<file path="src/rtl/prover_compute_v_endist_if.sv">
// Sequencer/consumer-facing bundle of the compute_v enable distributor.
// Array index order is [consumer][lane] for rdy_in/en_out, matching the collect side.
interface prover_compute_v_endist_if #(
  parameter int unsigned ninputs   = 8,
  parameter int unsigned nParallel = 4
);
  logic                 en_master;
  logic [nParallel-1:0] en_in;
  logic [nParallel-1:0] rdy_in [ninputs-1:0];
  logic [nParallel-1:0] en_out [ninputs-1:0];
  logic [nParallel-1:0] full;
  logic [nParallel-1:0] idle;
  logic                 clr_overflow;
  logic                 overflow;

  modport master (
    output en_master, en_in, rdy_in, clr_overflow,
    input  en_out, full, idle, overflow
  );

  modport slave (
    input  en_master, en_in, rdy_in, clr_overflow,
    output en_out, full, idle, overflow
  );
endinterface

</file>
<file path="src/rtl/prover_compute_v_endist.sv">
// Enable-pulse distributor: each lane fans a sequencer pulse out to every consumer,
// with per-(lane, consumer) credit counters absorbing up to `depth` pulses of lag.
module prover_compute_v_endist #(
  parameter int unsigned ninputs   = 8,
  parameter int unsigned nParallel = 4,
  parameter int unsigned depth     = 2
) (
  input logic                         clk,
  input logic                         rstb,
  prover_compute_v_endist_if.slave    bus
);
  localparam int unsigned   cw      = $clog2(depth + 1);
  localparam logic [cw-1:0] cnt_max = cw'(depth);
  localparam logic [cw-1:0] cnt_one = cw'(1);

  logic [cw-1:0]        cnt_q [nParallel][ninputs];
  logic [cw-1:0]        cnt_d [nParallel][ninputs];
  logic                 overflow_q;
  logic                 overflow_d;
  logic [nParallel-1:0] full;
  logic [nParallel-1:0] idle;
  logic [nParallel-1:0] accept;
  logic [nParallel-1:0] drop;
  logic [nParallel-1:0] en_out [ninputs];

  // Status and delivery come straight from the registers; en_in never reaches en_out.
  always_comb begin
    full = '0;
    idle = '1;
    for (int unsigned i = 0; i < ninputs; i++) en_out[i] = '0;
    for (int unsigned p = 0; p < nParallel; p++) begin
      for (int unsigned i = 0; i < ninputs; i++) begin
        if (cnt_q[p][i] == cnt_max) full[p] = 1'b1;
        if (cnt_q[p][i] != '0)      idle[p] = 1'b0;
        en_out[i][p] = (cnt_q[p][i] != '0) & bus.rdy_in[i][p] & bus.en_master;
      end
    end
  end

  // A pulse arriving at a full lane is dropped for all consumers; a same-cycle drain cannot rescue it.
  always_comb begin
    accept = bus.en_in & ~full;
    drop   = bus.en_in & full;
    for (int unsigned p = 0; p < nParallel; p++) begin
      for (int unsigned i = 0; i < ninputs; i++) begin
        cnt_d[p][i] = cnt_q[p][i];
        if (accept[p] && !en_out[i][p])
          cnt_d[p][i] = cnt_q[p][i] + cnt_one;
        else if (!accept[p] && en_out[i][p])
          cnt_d[p][i] = cnt_q[p][i] - cnt_one;
      end
    end
    overflow_d = overflow_q;
    if (|drop)
      overflow_d = 1'b1;
    else if (bus.clr_overflow)
      overflow_d = 1'b0;
  end

  always_ff @(posedge clk or negedge rstb) begin
    if (!rstb) begin
      for (int unsigned p = 0; p < nParallel; p++)
        for (int unsigned i = 0; i < ninputs; i++)
          cnt_q[p][i] <= '0;
      overflow_q <= 1'b0;
    end else begin
      for (int unsigned p = 0; p < nParallel; p++)
        for (int unsigned i = 0; i < ninputs; i++)
          cnt_q[p][i] <= cnt_d[p][i];
      overflow_q <= overflow_d;
    end
  end

  assign bus.en_out   = en_out;
  assign bus.full     = full;
  assign bus.idle     = idle;
  assign bus.overflow = overflow_q;
endmodule

</file>
<file path="src/flat_wrapper.sv">
// flat-port wrapper written by rule: the top's interface ports become plain ports
module prover_compute_v_endist_flat 
#(
  parameter int unsigned ninputs   = 8,
  parameter int unsigned nParallel = 4,
  parameter int unsigned depth     = 2
)
  (clk, rstb, bus_en_master, bus_en_in, bus_rdy_in, bus_clr_overflow, bus_en_out, bus_full, bus_idle, bus_overflow);
  prover_compute_v_endist_if #(.ninputs(ninputs), .nParallel(nParallel)) bus_i ();
  input logic clk;
  input logic rstb;
  input wire logic [$bits(bus_i.en_master)-1:0] bus_en_master;
  input wire logic [$bits(bus_i.en_in)-1:0] bus_en_in;
  input wire logic [$bits(bus_i.rdy_in)-1:0] bus_rdy_in;
  input wire logic [$bits(bus_i.clr_overflow)-1:0] bus_clr_overflow;
  output wire logic [$bits(bus_i.en_out)-1:0] bus_en_out;
  output wire logic [$bits(bus_i.full)-1:0] bus_full;
  output wire logic [$bits(bus_i.idle)-1:0] bus_idle;
  output wire logic [$bits(bus_i.overflow)-1:0] bus_overflow;
  assign bus_i.en_master = bus_en_master;
  assign bus_i.en_in = bus_en_in;
  assign bus_i.rdy_in = {>>{bus_rdy_in}};
  assign bus_i.clr_overflow = bus_clr_overflow;
  assign bus_en_out = {>>{bus_i.en_out}};
  assign bus_full = bus_i.full;
  assign bus_idle = bus_i.idle;
  assign bus_overflow = bus_i.overflow;
  prover_compute_v_endist #(.ninputs(ninputs), .nParallel(nParallel), .depth(depth)) u_core (.clk(clk), .rstb(rstb), .bus(bus_i));
endmodule
</file>
<file path="config.mk">
export PLATFORM = sky130hd
export DESIGN_NAME = prover_compute_v_endist_flat
export DESIGN_NICKNAME = d
export VERILOG_FILES = /design/src/rtl/prover_compute_v_endist_if.sv /design/src/rtl/prover_compute_v_endist.sv /design/src/flat_wrapper.sv
export SDC_FILE = /design/constraint.sdc
export NUM_CORES = 1
export LEC_CHECK = 0
export ABC_CLOCK_PERIOD_IN_PS = 2450
export CAP_MARGIN = 20
export CORE_AREA = 3 3 91 93
export CTS_BUF_LIST = sky130_fd_sc_hd__clkbuf_16
export CTS_CLUSTER_SIZE = 20
export DETAILED_ROUTE_END_ITERATION = 8
export DIE_AREA = 0 0 94 96
export GPL_TIMING_DRIVEN = 0
export HOLD_SLACK_MARGIN = 0.08
export PLACE_DENSITY = 0.78
export SLEW_MARGIN = 20
export SYNTH_ARGS = -nofsm -noshare
export SYNTH_HDL_FRONTEND = slang
export SYNTH_SLANG_ARGS = --single-unit
</file>
<file path="constraint.sdc">
create_clock -name clk -period 2.45 [get_ports clk]
set_clock_uncertainty 0.15 [all_clocks]
set_input_delay 0.3675 -clock clk [delete_from_list [all_inputs] [get_ports clk]]
set_output_delay 0.3675 -clock clk [all_outputs]
set_load 0.02 [all_outputs]
</file>
Word-level counts from Yosys, hierarchy flattened --
Index checks and enable logic that the tools add are counted.
Operators by class: $add $sub $neg 64, mux-type cells 130, bitwise gates (word level) 67, equal/unequal tests 32, reduce and logical (&&, ||, !) cells 166
Operators with widths (count):
- 2-bit nonzero test | 65
- 2-bit two-way mux | 64
- 1-bit two-way mux | 66
- 2-bit by 1-bit adder with 2-bit output (second input constant) | 32
- 1-bit AND | 64
- 2-bit == test (second input constant) | 32
- 1-bit logical AND | 64
- 2-bit by 1-bit subtractor with 2-bit output (second input constant) | 32
- 1-bit zero test | 36
- 4-bit AND | 2
- 4-bit NOT | 1
- 4-bit OR reduction | 1
Storage, ports and cells: output and inout bits 41, logic and storage cells 492, flip-flop bits (word level) 65

Depth between registers and ports, before layout --
depth in word-level cells 15, mapped depth 8, gate-level depth less buffers 8

Worst setup path after synthesis --
Ideal clock, no wire load.
path kind register -> register, from register u_core.cnt_q[47] in the netlist's numbering, to register u_core.cnt_q[41] in the netlist's numbering, arrival time 2.110 ns, path slack 0.067 ns, path buffers 0, data required time 2.178 ns, stages on the path, launching flop included 9, path through dfrtp_1 inv_1 o22ai_1 or4_1 nor2_1 ha_1 xor2_1 nor2_1 xnor2_1
Between the ends: cells in the longest elaborated chain, start to end 14
Ends and longest elaborated chain:
- start: declaration | RTL line prover_compute_v_endist.sv:16 | logic [cw-1:0] cnt_q [nParallel][ninputs];
- start signal: indexed assignment | RTL line prover_compute_v_endist.sv:69 | cnt_q[p][i] <= cnt_d[p][i];
- 2-bit == test (*) | RTL line prover_compute_v_endist.sv:33 | if (cnt_q[p][i] == cnt_max) full[p] = 1'b1;
- 1-bit two-way mux (*) (8 in a row) | RTL line prover_compute_v_endist.sv:33
- via bus_full[1] | RTL line flat_wrapper.sv:17 | output wire logic [$bits(bus_i.full)-1:0] bus_full;
- 4-bit NOT (*) | RTL line prover_compute_v_endist.sv:42 | accept = bus.en_in & ~full;
- 4-bit AND (*) | RTL line prover_compute_v_endist.sv:42
- 1-bit zero test | RTL line prover_compute_v_endist.sv:49 | else if (!accept[p] && en_out[i][p])
- 1-bit logical AND | RTL line prover_compute_v_endist.sv:49
- 2-bit nonzero test (no source line)
Mark *: on every way through the listed nets, which the timed path passes. The rest lies on a longest branch. A chain may end at the register's enable or synchronous reset.

Worst setup path after layout --
from register u_core.cnt_q[45] in the netlist's numbering, to output port bus_full[1]
Between the ends: cells in the longest elaborated chain, start to end 8
Ends and longest elaborated chain (RTL line):
- 2-bit == test | prover_compute_v_endist.sv:33
- 1-bit two-way mux (7 in a row) | prover_compute_v_endist.sv:33
- end: declaration | flat_wrapper.sv:17
Every way passes these cells.

==> results.md <==
## Final layout
- **number of fill cells in the layout** 613
- **final cell count without fillers** 579
- **proportion of layout cells with a drive suffix above 1** 0.0797
- **final antenna diode count** 0
- **sequential cell area** 1630 um2
- **Layout area overhead** 33.4%
- **footprint of the multi-input gates** 1980 um2
- **post-layout net count** 544
- **fraction of the core area covered by cells at the end of the flow** 0.669

## Place
- **Port Buffer Count** 80
- **placer congestion estimate** 0.753
- **count of placed standard cells including taps** 562
- **half-perimeter wire length after placement** 6.11 mm

## Worst setup path
- **largest fanout on the critical path** 3
- **nature of the critical path endpoint** output pin
- **critical path launch point** u_core.cnt_q[45]
- **CP Launch Type** flop
- **data required time of the critical path** 1930 ps
- **source of the worst register-to-register timing path** u_core.cnt_q[45]
- **delay of the slowest cell on the worst path** 590 ps
- **kind of critical path** reg2out
- **Arrival @ worst endpoint** 1870 ps
- **cell with the biggest individual delay on the critical path** or4_4
- **critical-path cell list** inv_1 -> o22ai_1 -> or4_4 -> dlygate4sd2_1

## Yosys
- **Post-synth ARST share** 1.00
- **number of warnings issued by yosys** 0
- **average cell area after synthesis** 10.1 um2
- **synth cell count leaders** dfrtp_1 (65), inv_1 (65), xnor2_1 (64)
- **number of cells produced by synthesis** 379
- **top-area cell type share of the netlist area** 0.426
- **number of flops mapped to enable cells by yosys** 0
- **number of nets produced by synthesis** 451
- **Mapped Area** 3820 um2
- **Yosys reg bits** 65
- **count of cell types in the netlist** 22
- **dominant register cell in the synthesized netlist** dfrtp_1
- **sequential share of the synthesized area** 0.426
- **most area-hungry cell type in the Yosys netlist** dfrtp_1
- **cells taking the most area after synthesis** dfrtp_1 (43%), xnor2_1 (15%), ha_1 (10%), xor2_1 (7.3%), inv_1 (6.4%)

## Die
- **Top-Level Pins** 81
- **vertical die dimension** 96 um
- **floorplan core area** 7610 um2
- **overall die width** 94 um
- **Total Die Area** 9020 um2
- **Cell Rows** 32
- **starting utilization of the core area** 0.502

## Clocking
- **number of buffers created by CTS** 9
- **setup repair bufs after CTS** 0
- **clock tree buffer depth** 2
- **count of clock tree sinks** 65
- **clock tree from TritonCTS** yes
- **Clock Tree Root** clkbuf_16
- **worst skew pair latency** 320 ps
- **H-tree depth** 3
- **clock-pin slew on the worst setup and hold paths** 60 ps

## Global route
- **global route total overflow** 0
- **overall track demand over capacity in global routing** 0.196
- **global-route wire length before repair** 13.7 mm
- **antenna violations before repair** 0
- **pin count of the biggest net entering global routing** 50
- **number of global-route vias before repair** 3007

## Drt
- **vias per std cell** 5.10
- **final wirelength** 8.29 mm
- **Routed WL per cell** 14.3 um
- **via count** 2952
- **post-route DRC violation count** 0
- **TritonRoute pass-1 iters** 4
- **final antenna-violating net count** 0
- **initial detailed-routing violation count** 59

## Timing
- **worst max-slew margin expressed relative to the limit** 0.737
- **Final Setup Violations** 0
- **Final Max Slew Viols** 0
- **setup repair after global routing missed its margin** false
- **Final period util** 0.973
- **Hold Violations, Final** 0
- **worst slew pin tran** 395 ps
- **clock period minus final worst setup slack** 2380 ps
- **Max Clock Freq** 419 MHz

## Power and ir drop
- **leakage power** 2.53 nW
- **cell area power density** 1230 nW/um2
- **Max rail drop VDD** 0.543 mV

## Status
- **result of the run** finished, final reports clean

## Flow run
- **max capacitance violation total** 0

## Worst hold path
- **type of the worst min-delay path** in2async

[layer usage]
layer	share of wire	track usage	vias to the layer above
met4	0.019	0.0770	0
met5	0	0	-
met2	0.51	0.335	60
met1	0.44	0.243	1422
met3	0.034	0.0414	13
li1	-	-	1457
[through the flow]
step / setup TNS, ps / worst slack [ps] / instance area [um2] / hold slack, ps / power (mW)
5_1_grt: 0 / 0.344 / 5090 / 366 / 6.76
3_3_place_gp: -104420 / -1270 / 4740 / 369 / 4.95
4_1_cts: -17.0 / -17.0 / 5070 / 310 / 6.28
3_5_place_dp: -23220 / -548 / 4770 / 110 / 5.09
2_1_floorplan: 0 / 67.1 / 3820 / -78.1 / 4.28
6_report: 0 / 65.4 / 5090 / 320 / 6.28
[critical path: cells and delay by family (launching register included)]
family,cells,cell delay [ps]
AO/OA/AOI/OAI,1,90
buffers and inverters,2,450
flip-flops,1,420
AND/OR/NAND/NOR,1,590
[flip-flops by register name, indices dropped and copies added (netlist names)]
| signal | cells |
|---|---|
| u_core.bus.overflow | 1 |
| u_core.cnt_q | 64 |
[cell type report]
type / instances / share of cell area
multi-input combinational: 243 / 0.388
buffer: 3 / 0.00811
clock inverter: 7 / 0.0108
sequential: 65 / 0.320
inverter: 68 / 0.0501
clock buffer: 9 / 0.0442
tap: 102 / 0.0251
timing repair buffer: 82 / 0.153
[placed cells by master, fill, tap and decap left out, types with 12 or more instances in the layout]
master / netlist / layout
ha_1: 32 / 32
nor4_1: 14 / 12
dlygate4sd2_1: 0 / 34
dfrtp_1: 65 / 64
o22ai_1: 15 / 15
o211ai_1: 29 / 29
inv_1: 65 / 68
nor2_1: 36 / 32
clkdlybuf4s50_1: 0 / 41
xnor2_1: 64 / 64
xor2_1: 32 / 32
[report_power, final]
group	internal (mW)	switching (mW)
logic	1.40	1.31
clock network	0.768	0.428
registers	1.67	0.709
[logic make-up after synthesis]
family / synth area share
compound gates: 0.0889
fa+ha+maj: 0.105
buf+inv: 0.0698
xor+xnor: 0.220
simple gates: 0.0898
flops: 0.426
[repair_timing]
action                                 CTS  global route
endpoints found under the hold margin   16             0
gates resized for setup                 56            13
setup endpoints to repair              101            30
hold buffers                             1             0
pin swaps                                0             2
[final timing paths]
path / endpoint / slack, ps / cells after the start
setup / recovery: bus_full[1] / 70 / 4
hold reg to reg: u_core.cnt_q[24] / 390 / 1
min in group clk: u_core.cnt_q[24] / 390 / 1
hold / removal: u_core.cnt_q[31] / 320 / 2
max in group asynchronous: u_core.bus.overflow / 1310 / 3
setup reg to reg: u_core.cnt_q[43] / 160 / 8
Power figures use the tool's default switching activity.
